--- config.mk ---
export PLATFORM = sky130hd
export DESIGN_NAME = vw_chunk_buffer_flat
export DESIGN_NICKNAME = d
export VERILOG_FILES = /design/src/rtl/vw_chunk_buffer_if.sv /design/src/rtl/vw_chunk_buffer.sv /design/src/flat_wrapper.sv
export SDC_FILE = /design/constraint.sdc
export NUM_CORES = 1
export LEC_CHECK = 0
export ABC_CLOCK_PERIOD_IN_PS = 3000
export CAP_MARGIN = 20
export CORE_UTILIZATION = 55
export CTS_BUF_LIST = sky130_fd_sc_hd__clkbuf_8 sky130_fd_sc_hd__clkbuf_16
export CTS_CLUSTER_SIZE = 28
export DETAILED_ROUTE_END_ITERATION = 8
export HOLD_SLACK_MARGIN = 0.02
export PLACE_DENSITY = 0.81
export REMOVE_ABC_BUFFERS = 1
export SYNTH_ARGS = -nofsm -noshare
export SYNTH_HDL_FRONTEND = slang
export SYNTH_SLANG_ARGS = --single-unit
--- constraint.sdc ---
create_clock -name clk_in -period 3 [get_ports clk_in]
set_input_delay 0.45 -clock clk_in [delete_from_list [all_inputs] [get_ports clk_in]]
set_output_delay 0.45 -clock clk_in [all_outputs]
set_load 0.03 [all_outputs]
--- src/rtl/vw_chunk_buffer_if.sv ---
// Handshake and data bundle between the element producer / matmul consumer
// and vw_chunk_buffer. The buffer connects through the slave modport.
// The master modport is for the producer/consumer side.
interface vw_chunk_buffer_if #(
  parameter int WorkingRegs = 4,
  parameter int NBits       = 8
);
  logic                          wr_valid;
  logic signed [NBits-1:0]       wr_data;
  logic                          wr_ready;
  logic                          in_data_ready;
  logic [WorkingRegs*NBits-1:0]  in_data;
  logic                          req_chunk_in;
  logic                          req_chunk_ptr_rst;
  logic                          vec_release;
  logic                          overflow;

  modport master (
    output wr_valid, wr_data, req_chunk_in, req_chunk_ptr_rst, vec_release,
    input  wr_ready, in_data_ready, in_data, overflow
  );

  modport slave (
    input  wr_valid, wr_data, req_chunk_in, req_chunk_ptr_rst, vec_release,
    output wr_ready, in_data_ready, in_data, overflow
  );
endinterface

--- src/rtl/vw_chunk_buffer.sv ---
// Double-buffered staging of signed element vectors for the vector-by-weight
// matmul. Elements are written one per cycle into the write bank. A completed
// vector is presented from the read bank one WorkingRegs-wide chunk at a time.
// The chunk pointer can be advanced or rewound, so the same vector can be
// replayed once per output row.
// Optional build macro VW_CHUNK_BUF_OVERFLOW_EN: when defined, a sticky overflow
// flag records any write attempted while wr_ready is low, and a simulation
// error is raised. When undefined, overflow is tied low and dropped writes
// are silent.
module vw_chunk_buffer #(
  parameter int InVecLength = 8,
  parameter int WorkingRegs = 4,
  parameter int NBits       = 8
) (
  input logic               clk_in,
  input logic               rst_in,
  vw_chunk_buffer_if.slave  bus
);
  localparam int NumChunks = (InVecLength + WorkingRegs - 1) / WorkingRegs;
  localparam int IdxW      = (InVecLength > 1) ? $clog2(InVecLength) : 1;
  localparam int PtrW      = (NumChunks > 1) ? $clog2(NumChunks) : 1;
  localparam logic [IdxW-1:0] LastIdx = IdxW'(InVecLength - 1);
  localparam logic [PtrW-1:0] LastPtr = PtrW'(NumChunks - 1);

  // Only real elements are stored. Padding lanes are produced as zero by the read mux.
  logic signed [NBits-1:0] bank_q [2][InVecLength];

  logic [1:0]      full_q, full_d;
  logic            wb_q, wb_d;
  logic            rb_q, rb_d;
  logic [IdxW-1:0] wr_idx_q, wr_idx_d;
  logic [PtrW-1:0] rd_ptr_q, rd_ptr_d;

  logic wr_ready;
  logic wr_fire;
  logic wr_last;
  logic rel;

  // Next-state for bank flags, bank selectors, write index and chunk pointer
  always_comb begin
    wr_ready = ~full_q[wb_q];
    wr_fire  = bus.wr_valid & wr_ready;
    wr_last  = wr_fire && (wr_idx_q == LastIdx);
    rel      = bus.vec_release & full_q[rb_q];
    full_d   = full_q;
    wb_d     = wb_q;
    rb_d     = rb_q;
    wr_idx_d = wr_idx_q;
    rd_ptr_d = rd_ptr_q;
    if (wr_fire) begin
      if (wr_last) begin
        full_d[wb_q] = 1'b1;
        wb_d         = ~wb_q;
        wr_idx_d     = '0;
      end else begin
        wr_idx_d = wr_idx_q + 1'b1;
      end
    end
    // Write completion and release always hit different banks, so both apply
    if (rel) begin
      full_d[rb_q] = 1'b0;
      rb_d         = ~rb_q;
      rd_ptr_d     = '0;
    end else if (bus.req_chunk_ptr_rst) begin
      rd_ptr_d = '0;
    end else if (bus.req_chunk_in) begin
      rd_ptr_d = (rd_ptr_q == LastPtr) ? '0 : rd_ptr_q + 1'b1;
    end
  end

  // Control state register
  always_ff @(posedge clk_in) begin
    if (rst_in) begin
      full_q   <= '0;
      wb_q     <= 1'b0;
      rb_q     <= 1'b0;
      wr_idx_q <= '0;
      rd_ptr_q <= '0;
    end else begin
      full_q   <= full_d;
      wb_q     <= wb_d;
      rb_q     <= rb_d;
      wr_idx_q <= wr_idx_d;
      rd_ptr_q <= rd_ptr_d;
    end
  end

  // Bank storage: cleared on reset, one element written per accepted write
  always_ff @(posedge clk_in) begin
    if (rst_in) begin
      for (int b = 0; b < 2; b++) begin
        for (int e = 0; e < InVecLength; e++) begin
          bank_q[b][e] <= '0;
        end
      end
    end else if (wr_fire) begin
      bank_q[wb_q][wr_idx_q] <= bus.wr_data;
    end
  end

  // Current chunk of the read bank, with lanes past the vector end forced to zero
  always_comb begin
    bus.in_data = '0;
    for (int i = 0; i < WorkingRegs; i++) begin
      if (int'(rd_ptr_q) * WorkingRegs + i < InVecLength) begin
        bus.in_data[i*NBits +: NBits] =
          bank_q[rb_q][IdxW'(int'(rd_ptr_q) * WorkingRegs + i)];
      end
    end
  end

  assign bus.wr_ready      = wr_ready;
  assign bus.in_data_ready = full_q[rb_q];

`ifdef VW_CHUNK_BUF_OVERFLOW_EN
  logic overflow_q;

  // Sticky record of any write attempted while the write bank is full
  always_ff @(posedge clk_in) begin
    if (rst_in) begin
      overflow_q <= 1'b0;
    end else if (bus.wr_valid && !wr_ready) begin
      overflow_q <= 1'b1;
      $error("vw_chunk_buffer: write dropped, both banks full");
    end
  end

  assign bus.overflow = overflow_q;
`else
  assign bus.overflow = 1'b0;
`endif

endmodule

--- src/flat_wrapper.sv ---
// flat-port wrapper written by rule: the top's interface ports become plain ports
module vw_chunk_buffer_flat 
#(
  parameter int InVecLength = 8,
  parameter int WorkingRegs = 4,
  parameter int NBits       = 8
)
  (clk_in, rst_in, bus_wr_valid, bus_wr_data, bus_req_chunk_in, bus_req_chunk_ptr_rst, bus_vec_release, bus_wr_ready, bus_in_data_ready, bus_in_data, bus_overflow);
  vw_chunk_buffer_if #(.WorkingRegs(WorkingRegs), .NBits(NBits)) bus_i ();
  input logic clk_in;
  input logic rst_in;
  input wire logic [$bits(bus_i.wr_valid)-1:0] bus_wr_valid;
  input wire logic [$bits(bus_i.wr_data)-1:0] bus_wr_data;
  input wire logic [$bits(bus_i.req_chunk_in)-1:0] bus_req_chunk_in;
  input wire logic [$bits(bus_i.req_chunk_ptr_rst)-1:0] bus_req_chunk_ptr_rst;
  input wire logic [$bits(bus_i.vec_release)-1:0] bus_vec_release;
  output wire logic [$bits(bus_i.wr_ready)-1:0] bus_wr_ready;
  output wire logic [$bits(bus_i.in_data_ready)-1:0] bus_in_data_ready;
  output wire logic [$bits(bus_i.in_data)-1:0] bus_in_data;
  output wire logic [$bits(bus_i.overflow)-1:0] bus_overflow;
  assign bus_i.wr_valid = bus_wr_valid;
  assign bus_i.wr_data = bus_wr_data;
  assign bus_i.req_chunk_in = bus_req_chunk_in;
  assign bus_i.req_chunk_ptr_rst = bus_req_chunk_ptr_rst;
  assign bus_i.vec_release = bus_vec_release;
  assign bus_wr_ready = bus_i.wr_ready;
  assign bus_in_data_ready = bus_i.in_data_ready;
  assign bus_in_data = bus_i.in_data;
  assign bus_overflow = bus_i.overflow;
  vw_chunk_buffer #(.InVecLength(InVecLength), .WorkingRegs(WorkingRegs), .NBits(NBits)) u_core (.clk_in(clk_in), .rst_in(rst_in), .bus(bus_i));
endmodule
## Yosys cells after proc, flatten, opt, wreduce, memory -nomap -nowiden

Memory sizes are Yosys's and may differ from the RTL's. A register that Yosys moved wholly into a read port is not among the register bits.
Cells that the tools add are included.
Widths: inputs -> output; s select.

- Register bits after elaboration: 8
- Bits of input ports: 14
- Memories kept: 1
- Bits in writable memories: 128
- Word-level logic and storage cells: 87
- Output and inout port bits: 35

- Add/subtract/negate cells: 5
- Multiplexer cells: 41
- $lt $le $gt $ge: 14
- Reductions and logical operators: 7
- Bitwise logic cells: 13
- Eq/ne operators: 1

Memories:

| name | depth | bits a word | rd ports | clocked after Yosys merged registers in | wr ports | line | text |
|---|---|---|---|---|---|---|---|
| u_core.bank_q | 2 | 64 | 1 | 1 | 2 | vw_chunk_buffer.sv:26 | `logic signed [NBits-1:0] bank_q [2][InVecLength];` |

Operators by type and width:

| kind | number |
|---|---|
| $mux 64 | 3 |
| $mux 8 | 13 |
| $bmux 8 s3 | 4 |
| $lt 32x5->1 const B | 3 |
| $reduce_or 64->1 | 1 |
| $demux 8 s3 | 1 |
| $ge 3x4->1 const B | 4 |
| $mux 1 | 14 |
| $not 3->3 | 4 |
| $add 3x2->4 const B | 2 |
| $mux 2 | 3 |
| $add 3x1->4 const B | 1 |
| $ge 4x4->1 const B | 1 |
| $logic_and 1x1->1 | 4 |
| $lt 1x2->1 const B | 2 |
| $lt 3x4->1 const B | 1 |
| $lt 4x1->1 const B | 1 |
| $not 3->4 | 1 |
| $add 3x1->3 const B | 1 |
| $eq 3x3->1 const B | 1 |
| $mux 3 | 1 |
| $not 1->1 | 3 |
| $reduce_or 3->1 | 1 |
| $and 1x1->1 | 2 |
| 7 further kinds | 9 |

## Depth between registers and ports, before layout

Gate-level depths: netlist of the first run.

- Depth after elaboration: 9
- Mapped depth: 5
- Mapped depth without buffers: 5

## Least setup slack after synthesis of the first run

Ideal clock, no wire load.

- Path type: input to register
- Start point: in rst_in
- End point: mem u_core.bank_q[0][16] (netlist name) (enable)
- Required time: 2.616 ns
- Stages on the path: 4
- Slack: 0.635 ns
- Data arrival time: 1.981 ns
- Library setup time: 0.384 ns
- Cells stage by stage: or4b_1 -> buf_6 -> or2_4 -> o21ai_0

RTL lines:

| item | line | text |
|---|---|---|
| start: declaration | flat_wrapper.sv:11 | `input logic rst_in;` |
| end: declaration | vw_chunk_buffer.sv:26 |  |

==> run metrics, run 1 <==
status=completed; Synth async-reset ratio=0%; Buf+Inv Stages, Crit Path=2; port buffer count=47; CP Data Required Time=2550 ps; fmax=359 MHz; sequential area share after synthesis=69.0%; CTS max path bufs=2; Hold Path Sink=u_core.rd_ptr_q; largest net degree at the start of global routing=33; minimum clock period=2790 ps; Rel. slew slack=54.1%; Setup-failing EPs final=0; Reg power frac=45.9%; # DRC=0; clock skew=5.45 ps; final worst-path cycle share=92.9%; endpoint class of the critical path=primary output; Critical Path Source Type=flip-flop; critical path peak fanout=32; CTS Hold Bufs=0; die footprint=11000 µm²; Synth Register Bits=137; initial antenna violation count=0; antenna-violating nets left=0; Worst VDD drop=0.479 mV; H-tree Lvls=4; Psw=0.00102 W; All-Layer GR Usage=24.3%; clk root buf=clkbuf_8; routability cong.=0.838; routed length on met2=6030 µm; Mapped Cells=346; Yosys warning count=0; Final nets=424; Mapped Area=5830 µm²; Final TNS setup=0 ps; LEAKAGE=2.52 nW; Routed wire per std cell=22.5 µm; count leader, synth=edfxtp_1; Yosys top cell by area=edfxtp_1; Logic pwr share=7.1%; internal power=0.00383 W; Worst R2R Start=u_core.wb_q; Post-DP HPWL=7790 µm; Ant. Diodes=0; flop-to-flop setup slack=860 ps; Post-synth EDFFs=128; vias in the first global route=3242; Tightest Pin Transition=683 ps; total iterations of the first detailed-routing run=5; Post-synth top cells=128 x edfxtp_1, 56 x and2_1, 32 x mux4_2; Core Rows=37; clock tree from TritonCTS=done; DP Area=6490 µm²; Most used DFF post-synth=edfxtp_1; Via density=6.06; final instance area=7140 µm²; cells along the critical path=buf_12 > mux4_2 > clkdlybuf4s50_1; M1 wire length=5010 µm; Slew Viols, Final=0; synthesized area per cell=16.8 µm²; slowest CP cell=clkdlybuf4s50_1; top cell type's share of synthesized area=65.9%; synth unique cells=36; cts bufs inserted=17; 1st-iter DRT viols=326; Post-CTS Setup Bufs=0; chip width=105 µm; Congestion Overflow GR=0; layout overhead on the synthesized area=22.5%; Final Hold Fails=0; crit-path max cell delay=630 ps; core box area=10300 µm²; via total after detailed routing=3373; final wirelength=12500 µm; clock share of power=46.9%; RSZ-0062 raised after global routing=false; Max-cap violations=0; Reg clk slew, reported paths=60 ps; initial core utilization=56.7%; Crit path max-delay family=buffers and inverters; R2R depth=4; hold path depth=1; Sw Ratio=21.0%; WS Path Type=flip-flop to primary output; Top Layer Used=met4; top cells by area, synth=edfxtp_1 66%, mux4_2 12%, and2_1 6.0%; first-pass GRT wire length=18800 µm; FF-to-FF End=u_core.bank_q[0][40]; hold slack=475 ps; DIE HEIGHT=105 µm; hold crit path type=flip-flop to flip-flop; Worst-Skew Late Latency=520 ps; routed wl met3=1140 µm; total power=0.00485 W; Worst Path Arrival=2340 ps; Pwr Density=679 nW/µm²; hold path startpoint=u_core.rd_ptr_q; Top Ports=49; share of layout cells above drive strength 1=21.6%; cts repair resizes=0; Clock Sinks=137
-- state kept, by name, summed over array words and instances, names as in the netlist, named ones only --
name / count
u_core.bank_q: 128
u_core.full_q: 2
u_core.rb_q: 1
u_core.rd_ptr_q: 1
u_core.wb_q: 1
u_core.wr_idx_q: 3
-- power by group through the flow --
| stage | logic [W] | clock network, W | registers [W] |
|---|---|---|---|
| after global routing | 0.000363 | 0.00237 | 0.00223 |
| final | 0.000346 | 0.00228 | 0.00223 |
| after CTS | 0.000346 | 0.00228 | 0.00223 |
| after detailed placement | 0.000343 | 0 | 0.00226 |
| after floorplan | 0.000184 | 0 | 0.00226 |
| after global placement | 0.000336 | 0 | 0.00226 |
-- stage by stage --
stage	utilization [%]	instances	setup WS [ps]
after CTS	69.5	557	192
final	69.5	557	214
after global routing	69.5	557	142
after global placement	63.2	525	360
after detailed placement	63.2	525	264
after floorplan	-	328	292
-- cells by family after synthesis --
logic type	share of synthesized area, %
fa+ha+maj	0.429
flops	69.0
compound gates	2.53
mux	12.7
buf+inv	2.12
other cells	0.0643
simple gates	13.1
-- cell type report --
| class | count | area (µm²) |
|---|---|---|
| clock inverters | 15 | 233 |
| repair buffers | 61 | 588 |
| inverters | 7 | 26.3 |
| well taps | 136 | 170 |
| clock buffers | 17 | 414 |
| fillers | 648 | 3140 |
| multi-input cells | 184 | 1680 |
| flip-flops and latches | 137 | 4030 |
-- layer usage --
layer  track usage (%)  vias to the layer above
li1                  -                     1444
met1              33.4                     1682
met2              37.4                      221
met3              6.99                       26
met4              8.85                        0
met5                 0                        -
-- layout by cell type (no fill, tap or decap), types with 8 or more instances in the layout --
cell             synthesis  layout
mux4_2                  32      32
clkbuf_16                0      16
o21ai_0                 12      12
and2_1                  56      56
clkdlybuf4s50_1          0      47
nor3_1                  12      12
nand2_1                 14      14
buf_4                    1      13
inv_1                    7      10
nor2b_1                  8       8
dfxtp_1                  9       8
nor2_1                  10      10
edfxtp_1               128     128
-- worst max path at each step --
stage / to / slack, ps / depth (start not counted)
2_1_floorplan: u_core.bank_q[0][16] / 290 / 3
5_1_grt: bus_in_data[22] / 140 / 3
4_1_cts: bus_in_data[22] / 190 / 3
3_3_place_gp: u_core.bank_q[0][46] / 360 / 5
3_5_place_dp: u_core.bank_q[0][43] / 260 / 5
6_report: bus_in_data[22] / 210 / 3
-- worst reg2reg max path, cell delays in order, from the launching register on --
cell and delay, ps:
dfxtp_1 350, or4b_1 600, buf_4 260, nor3_4 320
or2_2 290
Note: power is estimated with default switching activity, not from simulation.
==> run 2: changes to the inputs <==
--- a/config.mk
+++ b/config.mk
@@ -11,7 +11,7 @@
 export CTS_BUF_LIST = sky130_fd_sc_hd__clkbuf_8 sky130_fd_sc_hd__clkbuf_16
 export CTS_CLUSTER_SIZE = 28
 export DETAILED_ROUTE_END_ITERATION = 8
-export HOLD_SLACK_MARGIN = 0.02
+export HOLD_SLACK_MARGIN = 0.15
 export PLACE_DENSITY = 0.81
 export REMOVE_ABC_BUFFERS = 1
 export SYNTH_ARGS = -nofsm -noshare
==> results of run 2 <==
No change in the layout: final DEF, timing and power equal those of run 1.
==> run 3: changes to the inputs <==
--- a/config.mk
+++ b/config.mk
@@ -5,7 +5,7 @@
 export SDC_FILE = /design/constraint.sdc
 export NUM_CORES = 1
 export LEC_CHECK = 0
-export ABC_CLOCK_PERIOD_IN_PS = 3000
+export ABC_CLOCK_PERIOD_IN_PS = 2640
 export CAP_MARGIN = 20
 export CORE_UTILIZATION = 55
 export CTS_BUF_LIST = sky130_fd_sc_hd__clkbuf_8 sky130_fd_sc_hd__clkbuf_16
@@ -17,3 +17,4 @@
 export SYNTH_ARGS = -nofsm -noshare
 export SYNTH_HDL_FRONTEND = slang
 export SYNTH_SLANG_ARGS = --single-unit
+export TNS_END_PERCENT = 10
==> constraint.sdc (replaced) <==
create_clock -name clk_in -period 2.64 [get_ports clk_in]
set_input_delay 0.396 -clock clk_in [delete_from_list [all_inputs] [get_ports clk_in]]
set_output_delay 0.396 -clock clk_in [all_outputs]
set_load 0.03 [all_outputs]
==> run 3 against run 2 <==
Net effect: non-clock buffer count grew 4; largest cell class unchanged; critical path type unchanged; cell area shrank 0.65%; critical endpoint is now bus_wr_ready; global-route usage grew 1.0 points; clock skew grew 2.1 ps; highest routed layer unchanged; wire length grew 0.26%; via count shrank 1.6%.
==> run metrics, run 3 (synthesis gave the netlist of run 1 again) <==
post-route insts no fill=561 (+0.72%); fmax=397 MHz; most flop-heavy register=u_core.bank_q; core box area=10300 µm² (unchanged); clock tree from TritonCTS=done; Final TNS setup=0 ps (unchanged); final instance area=7090 µm² (-0.65%); max reg flops=128 (unchanged); Top Ports=49 (unchanged); Tightest Pin Transition=610 ps (-73.0 ps); Reg clk slew, reported paths=60 ps (about the same); largest net degree at the start of global routing=33 (unchanged); most frequent cells in the layout=128 x edfxtp_1, 56 x and2_1, 49 x buf_4; CTS max path bufs=2 (unchanged); commonest non-fill, non-tap cell in the layout=edfxtp_1; final wirelength=12500 µm (+0.26%); endpoint class of the critical path=primary output; Ant. Diodes=0 (unchanged); Largest regs=u_core.bank_q: 128 flops, u_core.wr_idx_q: 3 flops, u_core.full_q: 2 flops; Worst Path Arrival=2130 ps (-210 ps); CP Data Required Time=2240 ps (-310 ps); chip width=105 µm (unchanged); Via density=5.92 (-2.3%); antenna-violating nets left=0 (unchanged); WS Path Type=flip-flop to primary output; cts bufs inserted=17 (unchanged); DIE HEIGHT=105 µm (unchanged); # placed instances=529 (+0.76%); RSZ-0062 raised after global routing=false; via total after detailed routing=3320 (-1.6%); All-Layer GR Usage=25.3% (+1.0 points); critical path peak fanout=7 (-78%); first-pass GRT wire length=19600 µm (+4.4%); Post-Route Utilization=69.0% (-0.45 points); # DRC=0 (unchanged); Rel. slew slack=59.2% (+5.1 points); clock skew=7.54 ps (+2.09 ps); pre-CTS setup slack=220 ps (-44.4 ps); DP Area=6440 µm² (-0.77%); Final WS setup=119 ps (-95.5 ps); Critical Path Source Type=flip-flop; vias in the first global route=3435 (+6.0%); share of layout cells above drive strength 1=30.4% (+8.7 points); Core Rows=37 (unchanged); Post-CTS Setup Bufs=0 (unchanged); H-tree Lvls=4 (unchanged); Congestion Overflow GR=0 (unchanged); Setup-failing EPs final=0 (unchanged); port buffer count=47 (unchanged); Post-DP HPWL=7660 µm (-1.6%); Pwr Density=776 nW/µm² (+14%); cts repair resizes=0 (unchanged); final worst-path cycle share=95.5%; status=completed; clk root buf=clkbuf_8; Routed wire per std cell=22.3 µm (-0.45%); hold crit path type=primary input to flip-flop; Max-cap violations=0 (unchanged); initial antenna violation count=0 (unchanged); Worst VDD drop=0.592 mV (+24%); total iterations of the first detailed-routing run=5 (unchanged); Final Hold Fails=0 (unchanged); routability cong.=0.826 (-1.4%); layout overhead on the synthesized area=21.7%; minimum clock period=2520 ps; CTS Hold Bufs=0 (unchanged); initial core utilization=56.7% (unchanged); die footprint=11000 µm² (unchanged); Clock Sinks=137 (unchanged); 1st-iter DRT viols=258 (-21%); Slew Viols, Final=0 (unchanged); LEAKAGE=2.59 nW (+2.8%); Worst-Skew Late Latency=530 ps (about the same); Final nets=428 (+0.94%)
## run 3: cell types whose count changed in the layout (fill, tap and decap cells not counted)
cell	previous run	this run
clkinvlp_4	1	0
clkinv_4	2	4
clkinv_2	0	2
clkinv_1	2	0
buf_4	13	49
inv_6	1	0
clkdlybuf4s50_1	47	15
## run 3: metal layers
layer  wire (µm)  global-route usage (%)
met5           0                       0
met4         346                    12.0
met3        1040                    6.92
met2        6210                    39.9
met1        4940                    33.0
## run 3: power breakdown
group          total [W]  leakage [nW]  switching [W]  internal (W)
sequential       0.00253          1.35      0.0000390       0.00249
clock            0.00259         0.329       0.000875       0.00172
combinational   0.000379         0.904       0.000243      0.000137
total            0.00550          2.59        0.00116       0.00434
## run 3: through the flow
step / power (W) / hold WS, ps
after floorplan: 0.00277 / 465
after global placement: 0.00294 / 466
after detailed placement: 0.00295 / 485
after CTS: 0.00551 / 483
after global routing: 0.00564 / 494
final: 0.00550 / 488
## run 3: worst max-delay path, cell delays in order, from the launching register on
cell	delay, ps
dfxtp_1	410
mux2_2	410
inv_1	100
clkdlybuf4s50_1	680
## run 3: final timing paths
kind / endpoint / slack, ps / cells after the start / startpoint
setup / recovery: bus_wr_ready / 120 / 3 / u_core.wb_q
hold / removal: u_core.rd_ptr_q / 490 / 2 / bus_req_chunk_in
setup reg to reg: u_core.bank_q[0][16] / 610 / 4 / u_core.wb_q
hold reg to reg: u_core.rd_ptr_q / 490 / 1 / u_core.rd_ptr_q
## run 3: area by class of cell
cell class              count  area (µm²)
flip-flops and latches    137        4030
repair buffers             65         538
clock inverters            15         236
well taps                 136         170
multi-input cells         184        1680
inverters                   7        26.3
clock buffers              17         414
fillers                   655        3190
==> RTL change (flow settings as in run 3) <==
`WorkingRegs` is set to 4 in 3 places; all go to 8.
--- a/src/rtl/vw_chunk_buffer_if.sv
+++ b/src/rtl/vw_chunk_buffer_if.sv
@@ -2,7 +2,7 @@
 // and vw_chunk_buffer. The buffer connects through the slave modport.
 // The master modport is for the producer/consumer side.
 interface vw_chunk_buffer_if #(
-  parameter int WorkingRegs = 4,
+  parameter int WorkingRegs = 8,
   parameter int NBits       = 8
 );
   logic                          wr_valid;
--- a/src/rtl/vw_chunk_buffer.sv
+++ b/src/rtl/vw_chunk_buffer.sv
@@ -9,7 +9,7 @@
 // are silent.
 module vw_chunk_buffer #(
   parameter int InVecLength = 8,
-  parameter int WorkingRegs = 4,
+  parameter int WorkingRegs = 8,
   parameter int NBits       = 8
 ) (
   input logic               clk_in,
--- a/src/flat_wrapper.sv
+++ b/src/flat_wrapper.sv
@@ -2,7 +2,7 @@
 module vw_chunk_buffer_flat 
 #(
   parameter int InVecLength = 8,
-  parameter int WorkingRegs = 4,
+  parameter int WorkingRegs = 8,
   parameter int NBits       = 8
 )
   (clk_in, rst_in, bus_wr_valid, bus_wr_data, bus_req_chunk_in, bus_req_chunk_ptr_rst, bus_vec_release, bus_wr_ready, bus_in_data_ready, bus_in_data, bus_overflow);
Interface: changed (resized bus_in_data); port bits go from 49 to 81. The function was not compared with the original's and may differ.
==> RTL change against run 3 <==
- area after synthesis decreased by 0.82%
- setup slack got worse by 0.065 ns
- design area grew 5.0%
- largest power group is now registers
- count of clock-buffer cells in the layout unchanged
- routed wire length shrank 0.23%
- register-to-register slack worse by 0.13 ns
- global-route usage down 1.5 points
- the flow now finishes with violations (design-rule violations)
- sequential cell count down 1
- critical path depth is the same
- first-iteration DRC count is 17% lower
- total power shrank 4.5%
- worst hold slack improved by 0.079 ns
==> RTL change: results (changes against run 3) <==
drt:
  post_drt_wl_per_cell_um: 20.0  # -10%
  drc: 1  # +1
  highest_layer: "met4"
  first_iter_violations: 215  # -17%
  wl_met3_um: 828  # -20%
  wl_met2_um: 6110  # -1.5%
  wl_met1_um: 5200  # +5.2%
  vias: 3461  # +4.2%
  firstDrtPassIters: 7  # +2
logic_synthesis:
  yosysWarningCount: 0  # unchanged
  synth.area.top_cells: "edfxtp_1, mux2_2, and2_1, dfxtp_1, and3_1"
  synth_xor_area_frac: 0  # unchanged
  seq_area_frac_synth: 0.692  # +0.00221
  synth-compound-area-share: 0.0260  # +0.000641
  muxShareOfSynthArea: 0.129  # +0.00105
  synthAdderAreaFrac: 0.00433  # +0.0000353
  synth_commonest_cells: "edfxtp_1, mux2_2, and2_1"
  synthArstFlopShare: 0  # unchanged
  ys_types: 34  # -5.6%
  synth_top_family_by_area: "multiplexers"
place:
  dp_hpwl_um: 7660  # about the same
  dp_slack_ns: 0.103  # -0.117 ns
  portBuffers: 77  # +64%
  globalplace.congestion: 0.854  # +3.4%
global_routing:
  grtUsageMet3: 0.0574  # -0.0119
  grt_pass1_vias: 3408  # -0.79%
  grtUsageMet1: 0.316  # -0.0139
  track_usage: 0.238  # -0.0150
  grt_pass1_wl_um: 18700  # -4.5%
  grt_util_met2: 0.364  # -0.0350
  grt_max_degree: 65  # +97%
min_path:
  hold_class: "register to register"
  min-delay-start: "u_core.full_q[0]"
run_status:
  violations: "design-rule violations"
  status: "finished with violations"
worst_setup_path:
  arrival_ns: 2.19  # +0.06 ns
  path_max_fanout: 32  # +25
  r2r_cells: 3  # -1
  r2r_start: "u_core.wb_q"
  critPathMaxStageDelay_ns: 0.59  # -0.09 ns
cts:
  cts_root_buf: "clkbuf_8"
  cts_resized: 0  # unchanged
  clock_path_buffers: 2  # unchanged
power_and_ir_drop:
  peakVddDrop_mv: 0.482  # -19%
  seqPwrFrac: 0.479  # +0.019
  leakagePower_uw: 0.00276  # +6.7%
  sw_frac_of_total: 0.212  # +0.00187
  pg_comb_uw: 413  # +9.0%
timing:
  clock_skew_ns: 0.00605  # -0.00148 ns
  slew_headroom: 0.480  # -0.112
layout:
  reg.largest.list: "u_core.bank_q: 128 flops, u_core.wr_idx_q: 3 flops, u_core.full_q: 2 flops"
  nFillCells: 667  # +1.8%
  layout.nets: 493  # +15%
  drive_gt1_frac: 0.276  # -0.0275
-- RTL change: area by class of cell --
class	instances	area (sq um)	share of cell area
Clock buffer	17	414	0.0556
Timing Repair Buffer	103	1010	0.135
Clock inverter	14	165	0.0222
Multi-Input combinational cell	212	1660	0.223
Tap cell	136	170	0.0229
Inverter	7	26.3	0.00353
Sequential cell	136	4010	0.538
-- RTL change: stage by stage --
| stage | power [uW] | cells | cell area, sq um |
|---|---|---|---|
| finish | 5250 | 625 | 7440 |
| global route | 5390 | 625 | 7440 |
| CTS | 5260 | 624 | 7410 |
| detailed placement | 2970 | 593 | 6830 |
| global placement | 2960 | 593 | 6830 |
| floorplan | 2760 | 355 | 5690 |
-- RTL change: final timing paths --
path                                            end  slack (ns)
worst min-delay path               u_core.full_q[0]        0.57
worst min register to register     u_core.full_q[0]        0.57
worst max-delay path                 bus_in_data[1]        0.05
worst max register to register  u_core.bank_q[1][9]        0.48
